$ cat config.mk
export PLATFORM = sky130hd
export DESIGN_NAME = clk_div_gen
export DESIGN_NICKNAME = d
export VERILOG_FILES = /design/src/rtl/clk_gen_pkg.sv /design/src/rtl/clk_div_ch.sv /design/src/rtl/clk_div_gen.sv
export SDC_FILE = /design/constraint.sdc
export NUM_CORES = 1
export LEC_CHECK = 0
export ABC_AREA = 1
export ABC_CLOCK_PERIOD_IN_PS = 7500
export CAP_MARGIN = 20
export CORE_ASPECT_RATIO = 1.25
export CORE_MARGIN = 3
export CORE_UTILIZATION = 40
export DETAILED_ROUTE_END_ITERATION = 8
export HOLD_SLACK_MARGIN = 0.1
export PLACE_DENSITY = 0.51
export SLEW_MARGIN = 20
export SYNTH_ARGS = -nofsm -noshare
export SYNTH_HDL_FRONTEND = slang
export SYNTH_HIERARCHICAL = 1
export SYNTH_SLANG_ARGS = --single-unit
$ cat constraint.sdc
create_clock -name clk_in_100M -period 7.5 [get_ports clk_in_100M]
set_input_delay 1.5 -clock clk_in_100M [delete_from_list [all_inputs] [get_ports clk_in_100M]]
set_output_delay 1.5 -clock clk_in_100M [all_outputs]
set_load 0.03 [all_outputs]
$ cat src/rtl/clk_gen_pkg.sv
// Shared constants and helpers for the multi-channel clock divider.
// Successor to the fixed 25 MHz / 1 kHz generator: the old divisors live on
// here as named constants so callers can ask for them by meaning.
package clk_gen_pkg;

   // Smallest divisor that still yields a real clock (one high, one low cycle).
   localparam int unsigned DIV_MIN         = 32'd2;
   // 100 MHz / 4 = 25 MHz, the legacy pixel/peripheral rate.
   localparam int unsigned DEFAULT_DIV_25M = 32'd4;
   // 100 MHz / 100000 = 1 kHz, the legacy housekeeping rate.
   localparam int unsigned DIV_1K          = 32'd100000;

   // High-phase length of a divided clock: ceil(d/2), so odd divisors get
   // the extra cycle in the high phase (div 3 -> 110).
   function automatic logic [31:0] half_len(input logic [31:0] d);
      return (d + 32'd1) >> 32'd1;
   endfunction

endpackage

$ cat src/rtl/clk_div_ch.sv
// One divider channel: period counter, active/shadow divisor pair with a
// pending flag, and registered clk_out/tick derived from next-state values
// so both are glitch-free and aligned with the counter.
module clk_div_ch
   import clk_gen_pkg::*;
#(
   parameter int DIV_W       = 20,
   parameter int DEFAULT_DIV = 4
)(
   input  logic             clk_in_100M,
   input  logic             rst_n,
   input  logic             en,
   input  logic             sync_start,
   input  logic             wr_en,
   input  logic [DIV_W-1:0] wr_div,
   output logic             pending,
   output logic             clk_out,
   output logic             tick
);

   localparam logic [DIV_W-1:0] ONE_C = DIV_W'(1);
   localparam logic [DIV_W-1:0] DEF_C = DIV_W'(DEFAULT_DIV);

   logic [DIV_W-1:0] cnt_r;
   logic [DIV_W-1:0] active_div_r;
   logic [DIV_W-1:0] shadow_r;
   logic             pending_r;
   logic             en_q_r;
   logic             clk_out_r;
   logic             tick_r;

   logic             terminal_s;
   logic             apply_s;
   logic [DIV_W-1:0] cnt_nxt_s;
   logic [DIV_W-1:0] active_nxt_s;
   logic [DIV_W-1:0] shadow_nxt_s;
   logic             pending_nxt_s;
   logic             clk_nxt_s;
   logic             tick_nxt_s;

   // Next-state logic: counting, boundary apply of the shadow divisor, output decode.
   always_comb begin
      terminal_s    = en && (cnt_r == (active_div_r - ONE_C));
      // Pending shadow goes live at the period boundary, on a sync restart,
      // or right away while the channel is stopped.
      apply_s       = pending_r && (!en || sync_start || terminal_s);

      if (apply_s) begin
         active_nxt_s = shadow_r;
      end else begin
         active_nxt_s = active_div_r;
      end

      if (wr_en) begin
         shadow_nxt_s = wr_div;
      end else begin
         shadow_nxt_s = shadow_r;
      end

      // A write in the apply cycle refills the shadow, so pending stays set.
      if (wr_en) begin
         pending_nxt_s = 1'b1;
      end else if (apply_s) begin
         pending_nxt_s = 1'b0;
      end else begin
         pending_nxt_s = pending_r;
      end

      // The first enabled cycle after a stop holds cnt at 0 so counting
      // restarts from a full high phase.
      if (!en || !en_q_r || sync_start || terminal_s) begin
         cnt_nxt_s = '0;
      end else begin
         cnt_nxt_s = cnt_r + ONE_C;
      end

      clk_nxt_s  = en && (32'(cnt_nxt_s) < half_len(32'(active_nxt_s)));
      tick_nxt_s = en && (cnt_nxt_s == (active_nxt_s - ONE_C));
   end

   // State and output registers; reset loads the default divisor.
   always_ff @(posedge clk_in_100M or negedge rst_n) begin
      if (!rst_n) begin
         cnt_r        <= '0;
         active_div_r <= DEF_C;
         shadow_r     <= DEF_C;
         pending_r    <= 1'b0;
         en_q_r       <= 1'b0;
         clk_out_r    <= 1'b0;
         tick_r       <= 1'b0;
      end else begin
         cnt_r        <= cnt_nxt_s;
         active_div_r <= active_nxt_s;
         shadow_r     <= shadow_nxt_s;
         pending_r    <= pending_nxt_s;
         en_q_r       <= en;
         clk_out_r    <= clk_nxt_s;
         tick_r       <= tick_nxt_s;
      end
   end

   assign pending = pending_r;
   assign clk_out = clk_out_r;
   assign tick    = tick_r;

endmodule

$ cat src/rtl/clk_div_gen.sv
// Multi-channel clock divider top: validates config writes, returns a
// one-cycle ack/err, and fans the write out to N_CH divider channels.
module clk_div_gen
   import clk_gen_pkg::*;
#(
   parameter int N_CH        = 4,
   parameter int DIV_W       = 20,
   parameter int DEFAULT_DIV = DEFAULT_DIV_25M,
   parameter int CH_W        = (N_CH > 1) ? $clog2(N_CH) : 1
)(
   input  logic             clk_in_100M,
   input  logic             rst_n,
   input  logic [N_CH-1:0]  ch_en,
   input  logic             sync_start,
   input  logic             cfg_valid,
   input  logic [CH_W-1:0]  cfg_ch,
   input  logic [DIV_W-1:0] cfg_div,
   output logic             cfg_ack,
   output logic             cfg_err,
   output logic [N_CH-1:0]  pending,
   output logic [N_CH-1:0]  clk_out,
   output logic [N_CH-1:0]  tick
);

   localparam int unsigned      N_CH_U    = N_CH;
   localparam logic [DIV_W-1:0] DIV_MIN_C = DIV_W'(DIV_MIN);

   logic            cfg_ok_s;
   logic [N_CH-1:0] wr_en_s;
   logic            cfg_ack_r;
   logic            cfg_err_r;

   // Validate the write and decode it into a one-hot per-channel strobe.
   always_comb begin
      cfg_ok_s = cfg_valid && (cfg_div >= DIV_MIN_C) && (32'(cfg_ch) < N_CH_U);
      wr_en_s  = '0;
      for (int i = 0; i < N_CH; i++) begin
         if (cfg_ok_s && (cfg_ch == CH_W'(i))) begin
            wr_en_s[i] = 1'b1;
         end else begin
            wr_en_s[i] = 1'b0;
         end
      end
   end

   // Registered handshake: exactly one of ack/err per sampled write.
   always_ff @(posedge clk_in_100M or negedge rst_n) begin
      if (!rst_n) begin
         cfg_ack_r <= 1'b0;
         cfg_err_r <= 1'b0;
      end else begin
         cfg_ack_r <= cfg_ok_s;
         cfg_err_r <= cfg_valid && !cfg_ok_s;
      end
   end

   assign cfg_ack = cfg_ack_r;
   assign cfg_err = cfg_err_r;

   for (genvar g = 0; g < N_CH; g++) begin : g_ch
      clk_div_ch #(
         .DIV_W       (DIV_W),
         .DEFAULT_DIV (DEFAULT_DIV)
      ) u_ch (
         .clk_in_100M (clk_in_100M),
         .rst_n       (rst_n),
         .en          (ch_en[g]),
         .sync_start  (sync_start),
         .wr_en       (wr_en_s[g]),
         .wr_div      (cfg_div),
         .pending     (pending[g]),
         .clk_out     (clk_out[g]),
         .tick        (tick[g])
      );
   end

endmodule

==> qor.txt <==
largest stage delay on the critical path = 910 ps
Synth area leaders = dfrtp_1 28%, nand2_1 16%, inv_1 6.9%
CP Max Fanout = 34
# fillers = 5,903
die area = 58,500 um2
setup violators final = 0
Clock Path Buffers = 3
Crit path arrival time = 6000 ps
Final Wtd Congestion = 0.944
Pleak = 11.9 nW
HPWL Detailed = 56,200 um
Final period util = 73.9%
DR WL/cell = 16.8 um
syn nets = 3,458
Seq/Total Area, Yosys = 29.1%
Root Buffer = clkbuf_16
TritonCTS Buffers = 31
antenna violations before repair = 0
share of cells above drive strength 1 = 10.6%
Final nets = 3,480
fmax = 180 MHz
Port-buffer cells = 43
crit-path cells = clkdlybuf4s50_1 > nor2_1 > nand2_4 > nand2_4 > nand2_1 > nand2_2 > inv_2 > ha_1 > nand4_2 > nor2_2 > nand4_1 > nor2_2 > nand4_1 > xor2_1 > ha_1 > nand2_1 > nor4_1 > nand3_1 > o211ai_1 > a21oi_1
post-cts resize count = 0
residual DRC count = 0
VDD IR max = 0.106 mV
Slew HR = 33.3%
multi-input logic area = 13,700 um2
flip-flop and latch area = 6470 um2
# diodes = 0
Yosys top cell by area = dfrtp_1
Pins Over Slew Limit = 0
Design Area, Final = 24,300 um2
mapped cell area = 22,200 um2
CTS Hold Bufs = 0
total global-route track usage = 23.5%
crit-path leading delay family = simple AND/OR/NAND/NOR gates
Final Hold Viols = 0
core area = 55,000 um2
Period minus WS final = 5540 ps
sw frac = 43.8%
Total Wirelength = 69,300 um
# H-tree levels = 1
Hold WC Path Type = register to register
# Post-CTS Setup Buffers = 0
setup TNS = 0 ps
worst path bufs/invs = 2
chip width = 217 um
unrepaired setup endpoints after global routing = no
Synth top area share = 28.1%
CP Class = input pin to register
CTS clk-pin slew, worst paths = 60 ps
Slowest cell on crit path = clkdlybuf4s50_1
IO Pins = 44
Initial Util = 40.4%
DRT antenna net count = 0
status = finished, final reports clean
Seq cells post-synth = 258
Post-Synthesis Cells = 3,336
yosys warns = 6
Die Ht = 270 um
first drt pass iteration count = 5
CTS sink cnt = 258
Cell Int Power = 3.20 mW
Critical Path Sink Type = register
Clk Latency, worst-skew pair = 580 ps
Clk pwr share = 26.6%
Layout area overhead = 9.08%
part of the power in registers = 31.9%
combinational power share = 41.5%
Required @ worst endpoint = 7950 ps
maxcap violations = 0
Vias per Instance = 5.02
vias after detailed routing = 20,700
initial DRC count = 1,238
critical path launch point type = input pin
# rows = 96
Mean Syn Cell Area = 6.67 um2
Pwr Density = 235 nW/um2
vias in the first global route = 20,300
grt total ovfl = 0
TritonCTS clock tree = done
largest net degree at the start of global routing = 115
placement-stage cell area = 23,300 um2
Sw Pwr = 2.49 mW
wire length of the first global-routing pass = 111,000 um
Least-Margin Pin Slew = 1000 ps
worst clock skew = 16.3 ps
post-synthesis cell type count = 52
-- worst min-delay path: cells and delay by family, from the launching register on --
family	cells	cell delay, ps
flops	1	350
simple gates	2	100
-- final cells by class --
class | instances | area share, %
sequential | 258 | 26.6
tap | 735 | 3.79
timing repair buffer | 49 | 1.98
clock inverter | 16 | 0.737
multi-input combinational | 2575 | 56.6
clock buffer | 41 | 3.39
inverter | 443 | 6.85
-- cells by family (layout without fill, tap and decap cells) --
family	after synthesis	count (layout)	share of synthesized area, %
AO/OA/AOI/OAI	248	248	6.47
flip-flops	258	258	29.1
adder cells (fa/ha/maj)	92	92	5.17
AND/OR/NAND/NOR	2038	2038	42.2
XOR/XNOR	197	197	7.82
buffers and inverters	503	549	9.28
-- power by group through the flow --
| stage | clock, mW | combinational [mW] | sequential, mW |
|---|---|---|---|
| after detailed placement | 0 | 2.36 | 1.83 |
| after global routing | 1.62 | 2.69 | 1.84 |
| final | 1.51 | 2.36 | 1.81 |
| after CTS | 1.56 | 2.37 | 1.81 |
| after floorplan | 0 | 1.78 | 1.75 |
| after global placement | 0 | 2.33 | 1.84 |
-- routing by layer --
metal,track usage (%),part of all wire [%]
met1,31.5,46
met2,40.9,49
met3,1.66,3.0
met5,0,0
met4,6.41,2.6
-- per-stage QoR --
stage               utilization, %  hold WS, ps  cells  power (mW)  worst slack [ps]
floorplan                        -          442   3336        3.53              3210
global placement              42.3          461   4060        4.17              1520
detailed placement            42.3          467   4060        4.19              1380
CTS                           44.1          482   4117        5.74              1990
global route                  44.1          507   4117        6.15              1600
finish                        44.1          476   4117        5.69              1960
-- registers in the layout (all words and copies together), names as in the netlist --
| register | cells |
|---|---|
| g_ch.u_ch/active_div_r | 80 |
| g_ch.u_ch/cnt_r | 80 |
| g_ch.u_ch/shadow_r | 80 |
| g_ch.u_ch/clk_out | 4 |
| g_ch.u_ch/en_q_r | 4 |
| g_ch.u_ch/pending | 4 |
| g_ch.u_ch/tick | 4 |
| cfg_ack | 1 |
| cfg_err | 1 |
-- cells in the mapped netlist, drive strengths merged --
| cell | n |
|---|---|
| ha | 92 |
| o211ai | 5 |
| a21o | 1 |
| o21a | 7 |
| a31o | 1 |
| a211oi | 9 |
| o21bai | 7 |
| inv | 439 |
| xnor2 | 65 |
| dfrtp | 250 |
| xor2 | 131 |
| nor3b | 11 |
| and2 | 1 |
| buf | 36 |
| dfstp | 8 |
| clkinv | 4 |
| o22ai | 1 |
| nor4 | 14 |
| nor3 | 55 |
| nor2 | 469 |
| a21oi | 46 |
| nand3b | 21 |
| nand3 | 307 |
| o21ai | 164 |
| a311oi | 1 |
| a31oi | 3 |
| clkbuf | 24 |
| or2 | 12 |
| a221oi | 3 |
| nand2 | 1080 |
| nand4 | 68 |
| xnor3 | 1 |
-- path summary, 6_finish.rpt --
kind	from	end	slack, ps	depth (start not counted)
max reg2reg	g_ch[2].u_ch/active_div_r[0]	g_ch[2].u_ch/clk_out	2120	27
min in group asynchronous	rst_n	g_ch[0].u_ch/cnt_r[2]	940	1
min	g_ch[0].u_ch/shadow_r[13]	g_ch[0].u_ch/shadow_r[13]	480	2
max in group asynchronous	rst_n	g_ch[3].u_ch/shadow_r[15]	4890	2
max	sync_start	g_ch[1].u_ch/clk_out	1960	20
min reg2reg	g_ch[0].u_ch/shadow_r[13]	g_ch[0].u_ch/shadow_r[13]	480	2
-- placed cells by master (no fill, tap or decap), types with 15 or more instances in the layout --
cell type,count
nor3_1,51
nand3b_1,20
clkdlybuf4s50_1,42
nand2_1,972
nor2_2,66
o21ai_2,15
inv_2,32
nand3_1,285
nor2_4,24
xor2_1,131
o21ai_0,132
nand3_2,21
o21ai_1,15
ha_1,92
nand2_4,23
nand4_1,62
inv_1,407
xnor2_1,65
a21oi_1,43
nand2_2,85
clkbuf_16,31
nor2_1,379
dfrtp_1,250
(Power assumes the default switching activity.)
